[src/rtl/i2s_rx_deser.sv]
// -----------------------------------------------------------------------------
// i2s_rx_deser
//
// I2S capture front end for two ADC data lines. The I2S bit clock, word clock
// and both data lines are oversampled in the MCLK domain. MSB-first words are
// deserialized, and one stereo frame per word-clock period (left and right for
// both lines) is presented on a valid/ready handshake.
//
// Optional build macro:
//   LEFT_JUSTIFIED_EN  when defined, the one-bit I2S delay is bypassed. The
//                      first BCLK rise after a word-clock change carries the
//                      MSB (left-justified format). When undefined, the design
//                      uses standard I2S.
//
// Ports:
//   MCLK_IN       system clock; must run at least 4x the BCLK rate
//   RST_N_IN      asynchronous active-low reset
//   I2S_BCLK_IN   I2S bit clock, asynchronous to MCLK_IN
//   I2S_WCLK_IN   I2S word clock (0 = left, 1 = right)
//   I2S_din0      serial data from ADC 0
//   I2S_din1      serial data from ADC 1
//   SAMPLE_READY  downstream accepts the held frame
//   CLR_ERR       clears OVERRUN and FRAME_ERR (a coincident set wins)
//   SAMPLE_VALID  a frame is held on CH0_L/CH0_R/CH1_L/CH1_R
//   CH0_L..CH1_R  captured two's-complement words, WIDTH bits each
//   OVERRUN       sticky: a frame completed while a frame was held and not taken
//   FRAME_ERR     sticky: short word, or slot overran SLOT_BITS
// -----------------------------------------------------------------------------
module i2s_rx_deser #(
  parameter int WIDTH       = 24,
  parameter int SLOT_BITS   = 32,
  parameter int SYNC_STAGES = 2
) (
  input  logic             MCLK_IN,
  input  logic             RST_N_IN,
  input  logic             I2S_BCLK_IN,
  input  logic             I2S_WCLK_IN,
  input  logic             I2S_din0,
  input  logic             I2S_din1,
  input  logic             SAMPLE_READY,
  input  logic             CLR_ERR,
  output logic             SAMPLE_VALID,
  output logic [WIDTH-1:0] CH0_L,
  output logic [WIDTH-1:0] CH0_R,
  output logic [WIDTH-1:0] CH1_L,
  output logic [WIDTH-1:0] CH1_R,
  output logic             OVERRUN,
  output logic             FRAME_ERR
);

  localparam int CNT_W = $clog2(SLOT_BITS) + 1;

  localparam logic [1:0] ST_HUNT  = 2'd0;
  localparam logic [1:0] ST_DELAY = 2'd1;
  localparam logic [1:0] ST_SHIFT = 2'd2;
  localparam logic [1:0] ST_IDLE  = 2'd3;

  // Bits already captured when bit_cnt is 0. In left-justified mode, the
  // word-clock change rise itself carries the MSB.
`ifdef LEFT_JUSTIFIED_EN
  localparam int LJ_PRE = 1;
`else
  localparam int LJ_PRE = 0;
`endif

  // ---------------------------------------------------------------------------
  // Input synchronizers: {bclk, wclk, din1, din0}. All four signals travel
  // through the same depth, so they stay mutually aligned.
  // ---------------------------------------------------------------------------
  logic [SYNC_STAGES-1:0][3:0] sync_q;
  logic                        bclk_prev;
  logic                        bclk_s, wclk_s, din1_s, din0_s;
  logic                        bclk_rise;

  assign {bclk_s, wclk_s, din1_s, din0_s} = sync_q[SYNC_STAGES-1];
  assign bclk_rise = bclk_s & ~bclk_prev;

  // NOTE: clocked blocks use non-blocking assignments, so every flop samples
  // the values from before the edge and the shift chain cannot collapse.
  always_ff @(posedge MCLK_IN or negedge RST_N_IN) begin
    if (!RST_N_IN) begin
      sync_q    <= '0;
      bclk_prev <= 1'b0;
    end else begin
      sync_q[0] <= {I2S_BCLK_IN, I2S_WCLK_IN, I2S_din1, I2S_din0};
      for (int i = 1; i < SYNC_STAGES; i++) begin
        sync_q[i] <= sync_q[i-1];
      end
      bclk_prev <= bclk_s;
    end
  end

  // ---------------------------------------------------------------------------
  // Slot framing FSM
  // ---------------------------------------------------------------------------
  logic [1:0]       state, state_d;
  logic [CNT_W-1:0] bit_cnt, cnt_d, cnt_inc;
  logic             chan, chan_d;
  logic             wclk_last, wclk_known, wclk_chg;
  logic             shift_en, store, err_set, drop_frame;
  logic [WIDTH-1:0] sreg0, sreg1, sh0, sh1;

  assign cnt_inc  = bit_cnt + CNT_W'(1);
  assign wclk_chg = bclk_rise && wclk_known && (wclk_s != wclk_last);
  assign sh0      = {sreg0[WIDTH-2:0], din0_s};
  assign sh1      = {sreg1[WIDTH-2:0], din1_s};

  // NOTE: every output of this block gets a default first, so that no path
  // leaves a signal unassigned and infers a latch.
  always_comb begin
    state_d    = state;
    cnt_d      = bit_cnt;
    chan_d     = chan;
    shift_en   = 1'b0;
    store      = 1'b0;
    err_set    = 1'b0;
    drop_frame = 1'b0;
    if (wclk_chg) begin
      // A change before the word completed loses that word, and with it the frame.
      if (state == ST_DELAY || state == ST_SHIFT) begin
        err_set    = 1'b1;
        drop_frame = 1'b1;
      end
      chan_d = wclk_s;
      cnt_d  = '0;
`ifdef LEFT_JUSTIFIED_EN
      state_d  = ST_SHIFT;
      shift_en = 1'b1;
`else
      state_d  = ST_DELAY;
`endif
    end else if (bclk_rise) begin
      case (state)
        ST_DELAY, ST_SHIFT: begin
          shift_en = 1'b1;
          cnt_d    = cnt_inc;
          if (cnt_inc + CNT_W'(LJ_PRE) == CNT_W'(WIDTH)) begin
            store   = 1'b1;
            state_d = ST_IDLE;
          end else begin
            state_d = ST_SHIFT;
          end
        end
        ST_IDLE:  cnt_d = cnt_inc;
        default:  ;
      endcase
      // A slot that outlives SLOT_BITS means the word clock was lost; re-hunt.
      if (state != ST_HUNT && cnt_inc == CNT_W'(SLOT_BITS)) begin
        err_set    = 1'b1;
        drop_frame = 1'b1;
        store      = 1'b0;
        state_d    = ST_HUNT;
      end
    end
  end

  // ---------------------------------------------------------------------------
  // Shift registers, word buffers and frame pairing
  // ---------------------------------------------------------------------------
  logic [WIDTH-1:0] left0_buf, left1_buf, right0_buf, right1_buf;
  logic             left_ok, frame_pend;

  always_ff @(posedge MCLK_IN or negedge RST_N_IN) begin
    if (!RST_N_IN) begin
      state      <= ST_HUNT;
      bit_cnt    <= '0;
      chan       <= 1'b0;
      wclk_last  <= 1'b0;
      wclk_known <= 1'b0;
      sreg0      <= '0;
      sreg1      <= '0;
      left0_buf  <= '0;
      left1_buf  <= '0;
      right0_buf <= '0;
      right1_buf <= '0;
      left_ok    <= 1'b0;
      frame_pend <= 1'b0;
    end else begin
      state      <= state_d;
      bit_cnt    <= cnt_d;
      chan       <= chan_d;
      frame_pend <= 1'b0;
      if (bclk_rise) begin
        wclk_last  <= wclk_s;
        wclk_known <= 1'b1;
      end
      if (shift_en) begin
        sreg0 <= sh0;
        sreg1 <= sh1;
      end
      if (store) begin
        if (!chan) begin
          left0_buf <= sh0;
          left1_buf <= sh1;
          left_ok   <= 1'b1;
        end else begin
          // A right word only completes a frame if its left partner survived.
          right0_buf <= sh0;
          right1_buf <= sh1;
          frame_pend <= left_ok;
          left_ok    <= 1'b0;
        end
      end
      if (drop_frame) begin
        left_ok <= 1'b0;
      end
    end
  end

  // ---------------------------------------------------------------------------
  // Output handshake and sticky flags
  // ---------------------------------------------------------------------------
  logic overrun_set;
  assign overrun_set = frame_pend && SAMPLE_VALID && !SAMPLE_READY;

  always_ff @(posedge MCLK_IN or negedge RST_N_IN) begin
    if (!RST_N_IN) begin
      SAMPLE_VALID <= 1'b0;
      CH0_L        <= '0;
      CH0_R        <= '0;
      CH1_L        <= '0;
      CH1_R        <= '0;
      OVERRUN      <= 1'b0;
      FRAME_ERR    <= 1'b0;
    end else begin
      if (frame_pend && (!SAMPLE_VALID || SAMPLE_READY)) begin
        SAMPLE_VALID <= 1'b1;
        CH0_L        <= left0_buf;
        CH0_R        <= right0_buf;
        CH1_L        <= left1_buf;
        CH1_R        <= right1_buf;
      end else if (SAMPLE_VALID && SAMPLE_READY) begin
        SAMPLE_VALID <= 1'b0;
      end

      if (overrun_set)  OVERRUN <= 1'b1;
      else if (CLR_ERR) OVERRUN <= 1'b0;

      if (err_set)      FRAME_ERR <= 1'b1;
      else if (CLR_ERR) FRAME_ERR <= 1'b0;
    end
  end

endmodule

[config.mk]
export PLATFORM = sky130hd
export DESIGN_NAME = i2s_rx_deser
export DESIGN_NICKNAME = d
export VERILOG_FILES = /design/src/rtl/i2s_rx_deser.sv
export SDC_FILE = /design/constraint.sdc
export NUM_CORES = 1
export LEC_CHECK = 0
export ABC_AREA = 1
export CORE_UTILIZATION = 45
export DETAILED_ROUTE_END_ITERATION = 10
export GPL_TIMING_DRIVEN = 1
export PLACE_DENSITY = 0.7
export SLEW_MARGIN = 15
export SYNTH_ARGS = -nofsm -noshare
export SYNTH_HDL_FRONTEND = slang
export SYNTH_SLANG_ARGS = --single-unit
[constraint.sdc]
create_clock -name MCLK_IN -period 1.9 [get_ports MCLK_IN]
set_clock_uncertainty 0.2 [all_clocks]
set_input_delay 0.57 -clock MCLK_IN [delete_from_list [all_inputs] [get_ports MCLK_IN]]
set_output_delay 0.57 -clock MCLK_IN [all_outputs]
set_load 0.01 [all_outputs]
==> qor.csv <==
stage;metric;value;unit
die;start_util;45.81;%
die;io_pins;107;
power_and_ir_drop;power;12.15;mW
timing;rsz0062_at_grt;yes;
timing;fin_crit_sh;106.7;%
global_routing;antenna_found_initial;0;
routing;wl_per_cell;16.71;µm
global_routing;grt_use_total;19.70;%
synth;yosysTopAreaCellShare;63.45;%
die;dieArea;23660;µm²
synth;synth.area.mux_share;10.42;%
synth;synth_common_cells;nand2_1, dfrtp_1, nand4_1;
die;die_h;153.8;µm
power_and_ir_drop;power.clock.fraction;39.8;%
cells_and_area;area_delta_synth_final;24.33;%
setup_path;r2r_end;right1_buf[11];
global_routing;overflow;0;
cells_and_area;instances_no_fill;1407;
clocking;cts_tree;yes;
timing;drv_slew;0;
synth;netlist_area;10370;µm²
synth;yosysSeqAreaShare;63.45;%
routing;firstDrtPassIters;5;
power_and_ir_drop;internal-power;9.012;mW
clocking;cts.sinks;263;
routing;routed_wl;23510;µm
global_routing;met2_usage;32.84;%
synth;yosys.area_share.xor_xnor;0;%
clocking;worstSkewPairLatency;0.53;ns
power_and_ir_drop;ir_drop;0.5125;mV
cells_and_area;fin_nets;1117;
synth;yosysMostFrequentCell;nand2_1;
timing;hold_violations;0;
power_and_ir_drop;swShare;25.82;%
global_routing;top_usage_layer;met2;
die;die_x;153.8;µm
synth;yosysUniqueCellTypes;24;
clocking;cts_buffers;27;
die;row_count;55;
power_and_ir_drop;leakage;7.104;nW
power_and_ir_drop;power_density;942.0;nW/µm²
routing;ant_nets;0;
synth;synth_top_area_cell;dfrtp_1;
setup_path;cp_slowest_stage_delay;0.44;ns
setup_path;cp_slowest_cell;dfrtp_2;
setup_path;crit_path_start_kind;register;
global_routing;grt_max_degree;63;
synth;synth_fa_ha_area_share;0.3619;%
synth;ys_seq_elements;263;
setup_path;required;2.15;ns
timing;setup_viol;98;
global_routing;grtUsageMet3;3.072;%
routing;drt_iter0_drc;554;
timing;tightest_slew;0.3707;ns
synth;synth_edf_count;0;
synth;synth_warnings;0;
routing;num_vias;7438;
clocking;clk_path_buf_depth;3;
synth;synthCells;964;
cells_and_area;multiInputGateArea;3605;µm²
synth;synth-simple-area-share;20.99;%
setup_path;endpoint_kind;register;
synth;synth_top_family_by_area;simple AND/OR/NAND/NOR gates;
power_and_ir_drop;p_seq_share;49.0;%
setup_path;cp-endpoint;right1_buf[11];
setup_path;arrival;2.28;ns
power_and_ir_drop;p_switching;3.136;mW
placed_design;hpwlAfterDp;14110;µm
clocking;path_clk_slew;0.06;ns
timing;fmax;0.4935;GHz
clocking;htreeDepth;1;
placed_design;io_buffers;106;
die;core-area;22640;µm²
global_routing;grt_pass1_wl;37740;µm
setup_path;crit_fanout;20;
status;violations;negative setup slack;
setup_path;path_cells;buf_4 -> nand3_4 -> nand2_1 -> nand2_2 -> nand2_2 -> nor2_4 -> buf_12 -> buf_4 -> buf_8 -> nand4_1 -> nand2_1;
synth;synthTopCellsByArea;dfrtp_1, nand2_1, mux2_2;
cells_and_area;drive_above_1_share;32.26;%
global_routing;grt_util_met1;27.03;%
cells_and_area;n_fill_cell;1897;
timing;slew_headroom;75.25;%
setup_path;r2r_cells;11;
synth;synth_flop_cell;dfrtp_1;
synth;synth_nets;975;
routing;avgViaCountPerCell;5.286;
setup_path;path_class;reg -> reg;
routing;route.detailed.drc;0;
placed_design;pre_cts_ws;-0.3231;ns
synth;ys_async_sr_fraction;100.0;%
status;outcome;complete, but fails checks;
timing;setup_slack;-0.1265;ns
placed_design;dpl.cell_count;1339;
setup_path;worstSetupStartpoint;bit_cnt[1];
setup_path;r2r_start;bit_cnt[1];
synth;synth_compound_area_share;0.8082;%
min_path;holdCritPathClass;reg -> reg;
global_routing;grt_pass1_vias;7420;
setup_path;setup.reg_to_reg.worst_slack;-0.13;ns
timing;finalSetupTns;-8.431;ns
power_and_ir_drop;p_comb_share;11.2;%
placed_design;gp_congestion;0.7789;
cells_and_area;num_antenna_cells;0;
synth;avgSynthCellArea;10.76;µm²
clocking;cts_root_buf;clkbuf_16;
flow_run;maxCapViolCount;0;
cells_and_area;seq_area;6585;µm²
timing;layout_min_cycle_time;2.027;ns
==> cell families after synthesis <==
| kind of cell | count (synthesis) |
|---|---|
| buffers and inverters | 88 |
| multiplexers | 96 |
| adder cells (fa/ha/maj) | 3 |
| AO/OA/AOI/OAI | 16 |
| flip-flops | 263 |
| AND/OR/NAND/NOR | 498 |
==> how the worst min path moves through the flow <==
stage | from | slack, ns | cells after the start | end
after floorplan | RST_N_IN | 0.07 | 0 | CH0_L[0]
after global placement | sync_q[3] | 0.14 | 0 | bclk_s
after detailed placement | sync_q[3] | 0.13 | 0 | bclk_s
after CTS | sync_q[3] | 0.15 | 0 | bclk_s
after global routing | sync_q[3] | 0.15 | 0 | bclk_s
final | sync_q[3] | 0.15 | 0 | bclk_s
==> power groups by stage <==
stage	registers [mW]	logic [mW]	clock network [mW]
floorplan	6.01	0.699	0
global placement	6.03	1.24	0
detailed placement	6.04	1.26	0
CTS	5.95	1.30	4.92
global route	5.98	1.51	5.14
finish	5.96	1.36	4.83
==> flip-flops by register name, summed over array words and instances, names as in the netlist, 24 cells and up <==
register    flops
CH0_L          24
CH0_R          24
CH1_L          24
CH1_R          24
left0_buf      24
left1_buf      24
right0_buf     24
right1_buf     24
==> timing repair <==
item | 4_1_cts | 5_1_grt
buffers inserted | 11 | 6
pin swaps | 9 | 8
resized for setup | 422 | 59
gates cloned | 2 | 4
setup endpoints to repair | 197 | 115
endpoints found under the hold margin | 89 | 0
hold buffers | 1 | 0
==> placed cells by master, fill, tap and decap left out, types with 2 or more instances in the layout <==
cell type	synthesis	final
nor2_2	1	2
nor2_4	3	5
nand4_1	100	100
buf_6	3	5
o21ai_1	0	3
clkbuf_16	0	31
nand2_1	370	329
clkbuf_8	0	4
buf_4	8	36
inv_2	2	6
nand2_4	0	11
nand3_4	0	2
mux2_2	96	96
clkdlybuf4s50_1	0	6
buf_16	0	2
nand2_2	1	31
nand3_1	12	10
o21ai_0	12	9
buf_8	0	2
dfrtp_1	263	260
nor2_1	8	5
buf_2	23	99
nand3_2	2	2
a21oi_1	2	2
inv_1	23	20
clkinv_2	0	2
dfrtp_2	0	3
buf_12	0	19
clkbuf_1	14	11
ha_4	0	2
==> per-stage QoR <==
stage	hold WS, ns	instance area, µm²	util (%)
floorplan	0.07441	10380	-
global placement	0.1357	12040	53.17
detailed placement	0.1347	12040	53.17
CTS	0.1478	12610	55.71
global route	0.1527	12900	56.96
finish	0.1456	12900	56.96
==> metal layers <==
| metal | share of wire, % | wire length [µm] |
|---|---|---|
| met5 | 0 | 0 |
| met1 | 45 | 10600 |
| met3 | 4.9 | 1149 |
| met2 | 48 | 11320 |
| met4 | 1.9 | 440 |
==> critical path, delay by kind of cell, from the launching register on <==
family | cells | cell delay, ns
buf+inv | 4 | 0.54
flops | 1 | 0.44
simple gates | 7 | 0.76
==> layout make-up <==
cell class / instances / area share [%]
clock inverters: 3 / 0.1455
well taps: 285 / 2.765
inverters: 27 / 0.7859
clock buffers: 42 / 5.986
multi-input cells: 613 / 27.95
repair buffers: 174 / 11.30
flip-flops and latches: 263 / 51.06
Note: power is estimated with default switching activity, not from simulation.
==> RTL change 1 (same flow settings) <==
Change the parameter `WIDTH` from 24 to 32.
--- a/src/rtl/i2s_rx_deser.sv
+++ b/src/rtl/i2s_rx_deser.sv
@@ -27,7 +27,7 @@
 //   FRAME_ERR     sticky: short word, or slot overran SLOT_BITS
 // -----------------------------------------------------------------------------
 module i2s_rx_deser #(
-  parameter int WIDTH       = 24,
+  parameter int WIDTH       = 32,
   parameter int SLOT_BITS   = 32,
   parameter int SYNC_STAGES = 2
 ) (
Interface: changed (resized CH0_L, CH0_R, CH1_L and CH1_R); port bits go from 107 to 139. No check against the original RTL was run, so the function may have changed too.
==> RTL change 1 against the original RTL <==
The run still ends with setup timing left. Sequential cell count is 80 higher. Final area rose by 32%. First-iteration DRC count is 11% higher. Via count is 23% higher. Total power is 38% higher. Worst setup slack got worse by 0.092 ns. Wire length rose by 32%. Synthesized area up 26%. Clock power is 55% higher. Die area up 26%. Global-route usage shrank 0.29 points.
==> RTL change 1: results (changes against the original RTL) <==
stage,metric,value,unit,change
placed_design,gp_congestion,0.756,,-2.9%
yosys,synth_nets,1208,,+24%
yosys,ys_top_cells_by_count,"598 x nand2_1, 343 x dfrtp_1, 128 x mux2_2, 24 x inv_1, 20 x buf_2",,
final_layout,drive_gt1_frac,0.372,,+0.0495
timing,setup-violations-final,132,,+35%
final_layout,fillers,2329,,+23%
placed_design,numPlacedInstances,1711,,+28%
placed_design,io_buffers,138,,+30%
setup_path,timing.critical_path.slowest_cell_delay,0.42,ns,-0.02 ns
placed_design,placed_cell_area,0.0152,sq mm,+26%
timing,setup_ws,-0.218,ns,-0.0919 ns
setup_path,crit_slowest_cell,dfrtp_1,,
pwr,p_leak,9.66,nW,+36%
setup_path,critPathArrivalTime,2.37,ns,+0.09 ns
global_routing,grt_pass1_vias,9183,,+24%
routing,wirelength,31100,um,+32%
final_layout,final_nets,1435,,+28%
pwr,irDropWorstVdd,0.701,mV,+37%
outcome,violations,setup timing,,
routing,via_count,9139,,+23%
placed_design,dp_hpwl,17100,um,+21%
timing,tightest_slew,0.324,ns,-0.0462 ns
yosys,yosysSeqAreaShare,0.654,,+0.0197
clock_network,htree_levels,2,,+1
global_routing,grt_max_degree,64,,+1.6%
global_routing,grt_pass1_wl,47100,um,+25%
yosys,ys_types,27,,+13%
yosys,syn_avg_cell_area,11.0,sq um,+1.9%
setup_path,crit_fanout,12,,-40%
outcome,outcome,finished with violations,,
clock_network,cts_made_buffers,36,,+33%
yosys,synthTopCellsByArea,"dfrtp_1 65%, nand2_1 17%, mux2_2 11%",,
yosys,synthFlopType,dfrtp_1,,
RTL change 1: cell types whose count changed after synthesis, sizes merged, moves of 2 or more:
cell / delta
buf: -3
clkinv: -2
nand4: -95
o21ai: -3
nand2: +228
mux2: +32
nand3: -4
clkbuf: -5
dfrtp: +80
RTL change 1: repair_timing:
action | CTS | global route
hold buffers | 1 | 0
pin swaps | 5 | 31
setup buffers | 27 | 16
endpoints found under the hold margin | 21 | 0
gates resized for setup | 496 | 160
cloned | 1 | 15
setup endpoints to repair | 278 | 229
RTL change 1: cell families (layout without fill, tap and decap cells):
| kind of cell | count (synthesis) | count (layout) | share of synthesized area |
|---|---|---|---|
| AOI/OAI and AO/OA | 15 | 15 | 0.00610 |
| xor gates and xnor gates | 1 | 1 | 0.00124 |
| adders and majority gates | 3 | 3 | 0.00286 |
| buffers and inverters | 78 | 332 | 0.0360 |
| DFF | 343 | 343 | 0.654 |
| muxes | 128 | 128 | 0.110 |
| and+or+nand+nor | 629 | 629 | 0.190 |
RTL change 1: worst paths after layout:
kind	to	slack [ns]	depth (start not counted)
worst max-delay path	left0_buf[8]	-0.22	12
worst min-delay path	bclk_s	0.15	0
worst max register to register	left0_buf[8]	-0.22	12
worst min register to register	bclk_s	0.15	0
max in group asynchronous	CH1_R[17]	0.55	3
min in group asynchronous	right0_buf[17]	0.33	2
RTL change 1: final cells by class:
cell class                      count  share of cell area
Sequential cell                   343               0.505
Multi-Input combinational cell    776               0.261
Tap cell                          384              0.0283
Timing Repair Buffer              242               0.123
Inverter                           25             0.00641
Clock buffer                       46              0.0600
Clock inverter                     19              0.0155
RTL change 1: per-stage QoR:
step           worst slack, ns   util  TNS (ns)
3_5_place_dp            -0.398  0.530    -63.95
5_1_grt                 -0.315  0.592    -35.04
3_3_place_gp            -0.368  0.530    -59.36
4_1_cts                 -0.186  0.570    -16.46
6_report                -0.218  0.592    -23.01
2_1_floorplan           0.0479      -         0
RTL change 1: report_power, final:
| part | total, mW | switching [mW] | internal (mW) |
|---|---|---|---|
| clock network | 7.49 | 2.86 | 4.64 |
| logic | 1.57 | 0.890 | 0.677 |
| registers | 7.73 | 0.249 | 7.48 |
RTL change 1: routing by layer:
metal | wire, um | vias to the layer above | GRT usage
met2 | 15300 | 258 | 0.324
met4 | 886 | 0 | 0.0572
met3 | 1450 | 72 | 0.0308
li1 | - | 4236 | -
met1 | 13500 | 4573 | 0.263
met5 | 0 | - | 0
==> RTL change 2 (same flow settings) <==
Without the edit above. Reset style: synchronous (`RST_N_IN`), changed in 3 clocked blocks. Comments in the files are not updated.
--- a/src/rtl/i2s_rx_deser.sv
+++ b/src/rtl/i2s_rx_deser.sv
@@ -77,7 +77,7 @@
 
   // NOTE: clocked blocks use non-blocking assignments, so every flop samples
   // the values from before the edge and the shift chain cannot collapse.
-  always_ff @(posedge MCLK_IN or negedge RST_N_IN) begin
+  always_ff @(posedge MCLK_IN) begin
     if (!RST_N_IN) begin
       sync_q    <= '0;
       bclk_prev <= 1'b0;
@@ -160,7 +160,7 @@
   logic [WIDTH-1:0] left0_buf, left1_buf, right0_buf, right1_buf;
   logic             left_ok, frame_pend;
 
-  always_ff @(posedge MCLK_IN or negedge RST_N_IN) begin
+  always_ff @(posedge MCLK_IN) begin
     if (!RST_N_IN) begin
       state      <= ST_HUNT;
       bit_cnt    <= '0;
@@ -213,7 +213,7 @@
   logic overrun_set;
   assign overrun_set = frame_pend && SAMPLE_VALID && !SAMPLE_READY;
 
-  always_ff @(posedge MCLK_IN or negedge RST_N_IN) begin
+  always_ff @(posedge MCLK_IN) begin
     if (!RST_N_IN) begin
       SAMPLE_VALID <= 1'b0;
       CH0_L        <= '0;
Formal check against the unedited RTL: differs if RST_N_IN is asserted again (counterexample within 10 cycles, from zero or initial values and one cycle with RST_N_IN low); with RST_N_IN held inactive, the same outputs for 10 cycles.
==> RTL change 2 against the original RTL <==
The flow still finishes with violations (setup timing). Synthesized cell count grew 44%. Worst setup slack lost 0.073 ns. Sequential cell count is the same. Wire length grew 11%. Maximum frequency shrank 3.5%. Synthesized area shrank 1.1%. Final area grew 5.2%. First-iteration DRC count grew 12%. Sequential share of layout area shrank 12 points. Largest cell class unchanged.
Power is not compared: it rests on default switching activity, and its combinational part moved more than twofold at a synthesized area within 25%.
==> RTL change 2: results (changes against the original RTL) <==
stage,metric,value,unit,change
final_layout,final_nets,1530,,+37%
global_routing,grt_pass1_wl,41200,um,+9.1%
global_routing,met2_usage,0.373,,+0.0447
timing,setup_ws,-0.199,ns,-0.0728 ns
placed_design,dp_hpwl,14500,um,+2.7%
yosys,synth_nets,1403,,+44%
outcome,violations,setup timing,,
setup_path,crit_slowest_cell,dfxtp_4,,
final_layout,fillers,1886,,-0.58%
timing,holdWs,0.153,ns,+0.00690 ns
routing,wirelength,26100,um,+11%
placed_design,gp_congestion,0.804,,+3.3%
global_routing,grt_usage,0.212,,+0.0153
timing,fin_setup_tns,-15.01,ns,-6.58 ns
clock_network,clk_latency,0.52,ns,
routing,via_count,9078,,+22%
setup_path,crit_fanout,5,,-75%
timing,setup-violations-final,102,,+4.1%
setup_path,timing.critical_path.slowest_cell_delay,0.37,ns,-0.07 ns
yosys,yosysSeqAreaShare,0.513,,-0.121
yosys,synthTopCellsByArea,"dfxtp_1 51%, inv_1 9.7%, nand2_1 8.4%",,
yosys,synth-async-reset-ratio,0,,-1.00
global_routing,grtUsageMet1,0.273,,+0.00305
setup_path,crit_family,simple AND/OR/NAND/NOR gates,,
global_routing,grt_pass1_vias,8401,,+13%
global_routing,grt_max_degree,68,,+7.9%
yosys,ys_top_cells_by_count,"266 x inv_1, 263 x dfxtp_1, 231 x nand2_1, 149 x a21oi_1, 145 x o21ai_0",,
setup_path,critPathArrivalTime,2.36,ns,+0.08 ns
routing,drt-initial-drc-count,623,,+12%
yosys,synthFlopType,dfxtp_1,,
routing,dr.pass1.iters,4,,-1
timing,tightest_slew,0.353,ns,-0.0176 ns
worst_hold_path,hold_class,input port to flop,,
global_routing,use_met3,0.0298,,-0.000951
clock_network,clk_pin_slew,0.06,ns,about the same
outcome,outcome,finished with violations,,
[RTL change 2: cell type report]
| cell class | instances | area share |
|---|---|---|
| inverter | 268 | 0.0743 |
| multi-input combinational | 760 | 0.284 |
| tap | 280 | 0.0258 |
| clock buffer | 40 | 0.0571 |
| sequential | 263 | 0.390 |
| timing repair buffer | 199 | 0.164 |
| clock inverter | 9 | 0.00369 |
[RTL change 2: report_power, final]
| part | internal, mW | leakage, nW | switching (mW) |
|---|---|---|---|
| logic | 0.0868 | 3.36 | 0.133 |
| registers | 5.52 | 2.13 | 0.00553 |
| clock network | 2.81 | 0.406 | 2.12 |
[RTL change 2: timing repair]
action,4_1_cts,5_1_grt
gates resized for setup,232,205
cloned,9,11
setup endpoints to repair,198,221
setup buffers,19,6
pin swaps,13,36
hold endpoints to repair,0,0
[RTL change 2: tightest hold or removal path, cell delays in order]
cell and delay (ns):
buf_6 0.15, nand2_1 0.07, nor2_1 0.03
[RTL change 2: cell families after synthesis]
kind of cell	after synthesis	synth area share
AOI/OAI and AO/OA	296	0.145
xor gates and xnor gates	2	0.00171
adders and majority gates	3	0.00366
buffers and inverters	369	0.140
DFF	263	0.513
and+or+nand+nor	459	0.197
[RTL change 2: through the flow]
stage	instances	total power, mW	instance area, sq um	setup WS (ns)
finish	1819	10.7	13600	-0.199
global route	1819	11.0	13600	-0.299
CTS	1804	10.8	13200	-0.107
detailed placement	1728	5.87	11900	-0.276
global placement	1728	5.87	11900	-0.231
floorplan	1392	5.78	10300	0.00505
[RTL change 2: metal layers]
metal  share of wire  routed length [um]
met5               0                   0
met4           0.024                 629
met3           0.052                1350
met2            0.48               12600
met1            0.44               11500
[RTL change 2: final timing paths]
kind,startpoint,endpoint,cells after the start
worst max register to register,bit_cnt[0],left0_buf[18],14
worst max-delay path,bit_cnt[0],left0_buf[18],14
worst min-delay path,RST_N_IN,right0_buf[23],3
worst min register to register,sync_q[1],din1_s,2
